**src/rtl/adc_avg_filter_if.sv**
```systemverilog
// -----------------------------------------------------------------------------
// adc_avg_filter_if
// Response-beat bus from the MAX10 ADC IP into the averaging filter.
// There is no backpressure: every beat with ADC_R_Valid high is consumed.
//
// Signals
//   ADC_R_Valid    beat valid
//   ADC_R_Channel  channel of the beat (5 bits)
//   ADC_R_Data     raw 12-bit sample
//
// Modports
//   master  beat producer (ADC IP side)
//   slave   beat consumer (adc_avg_filter)
// -----------------------------------------------------------------------------
interface adc_avg_filter_if;
  logic        ADC_R_Valid;
  logic [4:0]  ADC_R_Channel;
  logic [11:0] ADC_R_Data;

  modport master (output ADC_R_Valid, output ADC_R_Channel, output ADC_R_Data);
  modport slave  (input  ADC_R_Valid, input  ADC_R_Channel, input  ADC_R_Data);
endinterface

```
**src/rtl/adc_avg_filter.sv**
```systemverilog
// -----------------------------------------------------------------------------
// adc_avg_filter
// Per-channel oversampling averager for the MAX10 ADC response stream.
// Each channel accumulates 2^AVG_LOG2 samples and publishes the truncated
// mean; the selected channel is presented as a registered 32-bit readout word.
//
// Parameters
//   CHANNELS  number of tracked channels, 1..32
//   AVG_LOG2  log2 of samples per average, 0..6
//
// Ports
//   CLK         system clock (same as ADC IP clock_clk)
//   RESETn      asynchronous active-low reset
//   adc_r       ADC response beats (adc_avg_filter_if.slave)
//   CLR         synchronous clear of all channel state, active-high
//   RADDR       readout channel select
//   RDATA       registered readout word:
//                 [11:0] latest average, [27:16] peak sample,
//                 [31] at least one average completed, other bits 0
//   AVG_STROBE  one-cycle pulse when any channel completes an average
//
// Build option
//   ADC_AVG_PEAK_EN  when defined, each channel also tracks its peak sample,
//                    shown in RDATA[27:16]; otherwise those bits read 0.
// -----------------------------------------------------------------------------
module adc_avg_filter #(
  parameter int CHANNELS = 9,
  parameter int AVG_LOG2 = 4
) (
  input  logic              CLK,
  input  logic              RESETn,
  adc_avg_filter_if.slave   adc_r,
  input  logic              CLR,
  input  logic [4:0]        RADDR,
  output logic [31:0]       RDATA,
  output logic              AVG_STROBE
);

  localparam int ACC_W = 12 + AVG_LOG2;
  // With AVG_LOG2 = 0 the window counter is a single bit held at zero, so
  // every beat is both the first and the last sample of its window.
  localparam int CNT_W = (AVG_LOG2 > 0) ? AVG_LOG2 : 1;
  localparam logic [CNT_W-1:0] CNT_LAST = CNT_W'((1 << AVG_LOG2) - 1);

  // ---------------------------------------------------------------------------
  // Stage 1: capture. Out-of-range channels are captured as invalid.
  // ---------------------------------------------------------------------------
  logic        s1_valid;
  logic [4:0]  s1_ch;
  logic [11:0] s1_data;
  logic        ch_in_range;

  assign ch_in_range = (int'(adc_r.ADC_R_Channel) < CHANNELS);

  // NOTE: clocked state uses non-blocking (<=) so every flop samples the
  // pre-edge values of the others, independent of statement order.
  always_ff @(posedge CLK or negedge RESETn) begin
    if (!RESETn) begin
      s1_valid <= 1'b0;
      s1_ch    <= '0;
      s1_data  <= '0;
    end else begin
      s1_valid <= adc_r.ADC_R_Valid && ch_in_range && !CLR;
      s1_ch    <= adc_r.ADC_R_Channel;
      s1_data  <= adc_r.ADC_R_Data;
    end
  end

  // ---------------------------------------------------------------------------
  // Stage 2: per-channel accumulate. Each channel owns its state in flops and
  // updates in a single cycle, so back-to-back beats on one channel are safe.
  // ---------------------------------------------------------------------------
  logic [CHANNELS-1:0]        win_done;
  logic [CHANNELS-1:0][31:0]  ch_word;

  for (genvar c = 0; c < CHANNELS; c++) begin : g_ch
    logic [ACC_W-1:0] acc_q;
    logic [CNT_W-1:0] cnt_q;
    logic [11:0]      res_q;
    logic             vld_q;
    logic             hit;
    logic             last;
    logic [ACC_W-1:0] sum;

    assign hit  = s1_valid && (s1_ch == 5'(c));
    assign last = (cnt_q == CNT_LAST);
    // First sample of a window reloads instead of adding to stale state.
    assign sum  = (cnt_q == '0) ? ACC_W'(s1_data) : acc_q + ACC_W'(s1_data);
    assign win_done[c] = hit && last;

    // NOTE: the per-channel arrays are reset too: VALID and the average must
    // read 0 after reset, and a partial window must not survive it.
    always_ff @(posedge CLK or negedge RESETn) begin
      if (!RESETn) begin
        acc_q <= '0;
        cnt_q <= '0;
        res_q <= '0;
        vld_q <= 1'b0;
      end else if (CLR) begin
        acc_q <= '0;
        cnt_q <= '0;
        res_q <= '0;
        vld_q <= 1'b0;
      end else if (hit) begin
        acc_q <= sum;
        cnt_q <= last ? '0 : cnt_q + 1'b1;
        if (last) begin
          res_q <= 12'(sum >> AVG_LOG2);
          vld_q <= 1'b1;
        end
      end
    end

`ifdef ADC_AVG_PEAK_EN
    logic [11:0] peak_q;

    always_ff @(posedge CLK or negedge RESETn) begin
      if (!RESETn) begin
        peak_q <= '0;
      end else if (CLR) begin
        peak_q <= '0;
      end else if (hit && (s1_data > peak_q)) begin
        peak_q <= s1_data;
      end
    end

    assign ch_word[c] = {vld_q, 3'b000, peak_q, 4'b0000, res_q};
`else
    assign ch_word[c] = {vld_q, 3'b000, 12'h000, 4'b0000, res_q};
`endif
  end

  // ---------------------------------------------------------------------------
  // Strobe and readout
  // ---------------------------------------------------------------------------
  logic [31:0] rd_word;

  // NOTE: rd_word gets a default before the loop so no path leaves it
  // unassigned; RADDR values with no matching channel read 0.
  always_comb begin
    rd_word = '0;
    for (int c = 0; c < CHANNELS; c++) begin
      if (RADDR == 5'(c)) rd_word = ch_word[c];
    end
  end

  always_ff @(posedge CLK or negedge RESETn) begin
    if (!RESETn) begin
      AVG_STROBE <= 1'b0;
      RDATA      <= '0;
    end else begin
      AVG_STROBE <= (|win_done) && !CLR;
      // Readout samples post-update state one edge later, so a cleared
      // channel shows as 0 on the edge after CLR.
      RDATA      <= rd_word;
    end
  end

endmodule

```
**src/flat_wrapper.sv**
```systemverilog
// flat-port wrapper written by rule: the top's interface ports become plain ports
module adc_avg_filter_flat 
#(
  parameter int CHANNELS = 9,
  parameter int AVG_LOG2 = 4
)
  (CLK, RESETn, CLR, RADDR, RDATA, AVG_STROBE, adc_r_ADC_R_Valid, adc_r_ADC_R_Channel, adc_r_ADC_R_Data);
  adc_avg_filter_if adc_r_i ();
  input  logic CLK;
  input  logic RESETn;
  input  logic CLR;
  input  logic [4:0] RADDR;
  output logic [31:0] RDATA;
  output logic AVG_STROBE;
  input wire logic [$bits(adc_r_i.ADC_R_Valid)-1:0] adc_r_ADC_R_Valid;
  input wire logic [$bits(adc_r_i.ADC_R_Channel)-1:0] adc_r_ADC_R_Channel;
  input wire logic [$bits(adc_r_i.ADC_R_Data)-1:0] adc_r_ADC_R_Data;
  assign adc_r_i.ADC_R_Valid = adc_r_ADC_R_Valid;
  assign adc_r_i.ADC_R_Channel = adc_r_ADC_R_Channel;
  assign adc_r_i.ADC_R_Data = adc_r_ADC_R_Data;
  adc_avg_filter #(.CHANNELS(CHANNELS), .AVG_LOG2(AVG_LOG2)) u_core (.CLK(CLK), .RESETn(RESETn), .adc_r(adc_r_i), .CLR(CLR), .RADDR(RADDR), .RDATA(RDATA), .AVG_STROBE(AVG_STROBE));
endmodule
```
**config.mk**
```make
export PLATFORM = sky130hd
export DESIGN_NAME = adc_avg_filter_flat
export DESIGN_NICKNAME = d
export VERILOG_FILES = /design/src/rtl/adc_avg_filter_if.sv /design/src/rtl/adc_avg_filter.sv /design/src/flat_wrapper.sv
export SDC_FILE = /design/constraint.sdc
export NUM_CORES = 1
export LEC_CHECK = 0
export BUFFER_PORTS_ARGS = -buffer_cell sky130_fd_sc_hd__buf_4
export CORE_UTILIZATION = 35
export DETAILED_ROUTE_END_ITERATION = 6
export GPL_ROUTABILITY_DRIVEN = 0
export PLACE_DENSITY_LB_ADDON = 0.05
export SETUP_SLACK_MARGIN = 0.5
export SLEW_MARGIN = 15
export SYNTH_ARGS = -nofsm -noshare
export SYNTH_HDL_FRONTEND = slang
export SYNTH_SLANG_ARGS = --single-unit
```
**constraint.sdc**
```tcl
create_clock -name CLK -period 4.3 [get_ports CLK]
set_input_delay 0.215 -clock CLK [delete_from_list [all_inputs] [get_ports CLK]]
set_output_delay 0.215 -clock CLK [all_outputs]
set_load 0.01 [all_outputs]
```
==> out/summary.txt <==
Core ar. -> 59400 sq um
Unique cell type count in the Yosys netlist -> 73
Synth Warn # -> 0
CTS tree -> built
IO Pins -> 59
Seq pwr share -> 43.1%
Crit end category -> flip-flop
Hold path cells -> 2
Max frequency -> 0.312 GHz
Max VDD drop -> 0.245 mV
Clk sinks -> 329
Period Utilization, post-route -> 74.6%
Hold_sp -> CLR
Largest net degree at the start of global routing -> 108
Outcome -> complete, but fails checks
Initial DRC count -> 1119
Die Y -> 248 um
FFs w/ async S/R, synth -> 100%
Failing checks -> design-rule violations
Unrepaired setup endpoints after global routing -> false
WP data required -> 4.73 ns
PnR worst setup slack -> 1.09 ns
Num rows -> 89
Final min period -> 3.21 ns
Resized cells post-CTS -> 0
Diodes inserted -> 0
Share of layout cells above drive strength 1 -> 8.55%
Gate power share -> 8.3%
Via density -> 5.50
Net Sw Frac -> 25.7%
HPWL Detailed -> 48500 um
Max-slew headroom -> 24.4%
Cell count of the worst reg-to-reg path -> 9
Total Nets Final -> 2600
Num CTS Buffers -> 42
Antenna violations before repair -> 3
Cells along the critical path -> buf_4 -> ha_1 -> a21oi_1 -> o21ai_0 -> a31o_2 -> a21oi_1 -> nor2b_1 -> mux2i_1 -> a2111oi_0
Yosys top cell area share -> 39.0%
Maximum Capacitance Violations -> 0
Startpoint Class -> flip-flop
Pwr Density -> 310 nW/um^2
Synthesized flop and latch total -> 329
Clock Latency Late Sink -> 0.57 ns
Worst min-delay path category -> input port to flip-flop
Seq/Total Area, Yosys -> 39.0%
Die footprint -> 61300 sq um
Power Internal -> 5.49 mW
Pins Over Slew Limit -> 0
Routed len/inst -> 20.9 um
GRT Overall Usage -> 22.4%
Clock power share -> 48.6%
H-tree levels -> 2
Fin. Hold Viols -> 0
Vias -> 17.8k
Worst hold path endpoint -> u_core.g_ch[1].acc_q[8]$_DFFE_PN0P_
Most used DFF post-synth -> dfrtp_1
IO Port Bufs -> 39
WS Path Type -> flip-flop to flip-flop
Synthesized area per cell -> 8.76 sq um
Die W -> 248 um
# setup viols final -> 0
Top post-synthesis cells by area -> dfrtp_1 (39%), ha_1 (7.5%), nor2_1 (5.3%), nand2_1 (5.1%), a21oi_1 (4.3%)
Util after Layout -> 40.2%
Synth-to-layout area growth -> 13.1%
CP max-delay cell -> dfrtp_1
Final ANT Viol Nets -> 0
Crit-path max FO -> 11
Reg clk slew, reported paths -> 0.06 ns
Drt first pass iters -> 7
Syn Inst Count -> 2410
Initial Utilization -> 35.6%
Final WL -> 67600 um
Post-synth EDFFs -> 0
Worst-Margin Slew -> 1.13 ns
Slowest cell delay on critical path -> 1.03 ns
Psw -> 1.90 mW
Yosys top cell by area -> dfrtp_1
Fin Setup TNS -> 0 ns
Drt drc -> 2
Worst R2R Start -> u_core.s1_data[8]$_DFF_PN0_
Remaining Overflow, GRT -> 0
Vias in the first global route -> 17.4k
Syn Std Cell Area -> 21100 sq um
Bufs on Longest Clock Path -> 3
Pre-CTS setup slack -> 1.12 ns
Leak -> 10.1 nW
R2R setup slack -> 1.09 ns
Reg2reg end -> u_core.g_ch[3].acc_q[13]$_DFFE_PN0P_
CTS Root Cell -> clkbuf_16
Most used cell, CP -> a21oi_1
Fin Clk Skew -> 0.0167 ns
First-pass GRT wire length -> 105000 um
CP arrival -> 3.64 ns
## layer usage
metal,share of wire [%],track usage (%),up-vias
met3,4.2,2.90,80
met2,44,34.7,349
met5,0.043,0,-
met1,50,32.7,8663
met4,2.2,5.81,4
li1,-,-,8728
## power groups by stage
stage	clock, mW	sequential [mW]	combinational, mW
2_1_floorplan	0	3.21	0.375
5_1_grt	3.82	3.19	0.681
3_5_place_dp	0	3.24	0.601
3_3_place_gp	0	3.24	0.599
6_report	3.60	3.19	0.611
4_1_cts	3.72	3.19	0.617
## final cells by class
cell class | count | area (sq um)
tap | 773 | 967
clock inverter | 11 | 134
timing repair buffer | 109 | 931
fill | 5961 | 35500
clock buffer | 61 | 1230
multi-input combinational | 1879 | 12100
sequential | 329 | 8230
inverter | 78 | 293
## critical path: cells and delay by family (launching register included)
family | cells | cell delay [ns]
muxes | 1 | 0.13
AOI/OAI and AO/OA | 5 | 1.15
DFF | 1 | 1.03
buffers and inverters | 1 | 0.34
and+or+nand+nor | 1 | 0.11
adders and majority gates | 1 | 0.31
## cell usage in the layout, fill, tap and decap left out, types with 15 or more instances in the layout
master,netlist,layout
conb_1,1,19
or4_1,19,19
dfrtp_1,329,329
or3_1,17,17
xnor2_1,54,54
nor2_1,299,297
o21ai_0,148,148
a31oi_1,17,17
buf_4,19,84
nand2_1,286,286
clkbuf_16,0,43
inv_1,78,78
o21a_1,29,29
mux4_2,26,26
ha_1,126,126
o22ai_1,19,19
nand3_1,40,40
nand3b_1,19,19
dlygate4sd3_1,0,19
nand2b_1,24,24
nor3_1,66,64
a211oi_1,111,111
nor2b_1,27,27
xor2_1,46,46
mux2i_1,16,16
o31ai_1,36,36
a21oi_1,183,183
o211ai_1,29,29
a311oi_1,15,15
a21o_1,24,24
nand4_1,17,17
## through the flow
step	hold slack, ns	total power, mW	cells	area, sq um
3_5_place_dp	0.326	3.84	3149	22300
5_1_grt	0.131	7.69	3240	23900
2_1_floorplan	-0.0806	3.59	2428	21200
4_1_cts	0.0626	7.52	3240	23900
6_report	0.0937	7.39	3240	23900
3_3_place_gp	0.325	3.84	3149	22300
## cell usage after synthesis (all sizes together) (8+ instances only)
library cell	number
ha	126
nor2b	27
nand3b	19
fa	9
o31a	13
a21oi	183
or3	17
mux4	26
a211oi	111
a31oi	17
clkbuf	106
and2	11
dfrtp	329
nor3	67
o211ai	29
nor3b	10
inv	78
o31ai	36
a22o	13
nand3	40
nand2b	24
or4	19
buf	36
o21a	29
and3	14
nor2	300
xnor2	54
nor4	8
o21ai	148
o21bai	8
nand4	17
mux2i	16
a311oi	15
o22ai	19
nand2	286
xor2	46
a21o	24
## sequential cells by signal, indices dropped and copies added, names as in the netlist
name	count
u_core.s1_ch	5
u_core.s1_data	12
u_core.g_ch.res_q	108
u_core.s1_valid	1
u_core.g_ch.acc_q	144
u_core.g_ch.vld_q	9
u_core.AVG_STROBE	1
u_core.g_ch.cnt_q	36
u_core.RDATA	13
## worst max path at each step
stage / start / end / slack, ns / cells after the start
2_1_floorplan: u_core.s1_data[1]$_DFF_PN0_ / u_core.g_ch[2].acc_q[14]$_DFFE_PN0P_ / 1.25 / 10
3_3_place_gp: u_core.s1_data[0]$_DFF_PN0_ / u_core.g_ch[5].acc_q[14]$_DFFE_PN0P_ / 1.13 / 11
3_5_place_dp: u_core.s1_data[4]$_DFF_PN0_ / u_core.g_ch[8].res_q[11]$_DFFE_PN0P_ / 1.12 / 8
4_1_cts: u_core.s1_data[4]$_DFF_PN0_ / u_core.g_ch[8].res_q[11]$_DFFE_PN0P_ / 1.10 / 8
5_1_grt: u_core.s1_data[0]$_DFF_PN0_ / u_core.g_ch[5].acc_q[14]$_DFFE_PN0P_ / 0.78 / 11
6_report: u_core.s1_data[8]$_DFF_PN0_ / u_core.g_ch[3].acc_q[13]$_DFFE_PN0P_ / 1.09 / 9
## repair_timing
item                                   in CTS  in global routing
hold buffers                               19                  0
setup buffers                               0                  0
endpoints found under the hold margin     119                  0
## kinds of logic after synthesis
logic type / synth area share, %
DFF: 39.0
AOI/OAI and AO/OA: 21.2
xor gates and xnor gates: 4.15
and+or+nand+nor: 19.3
adders and majority gates: 8.32
other: 0.0178
buffers and inverters: 4.29
muxes: 3.69
Power figures use the tool's default switching activity.
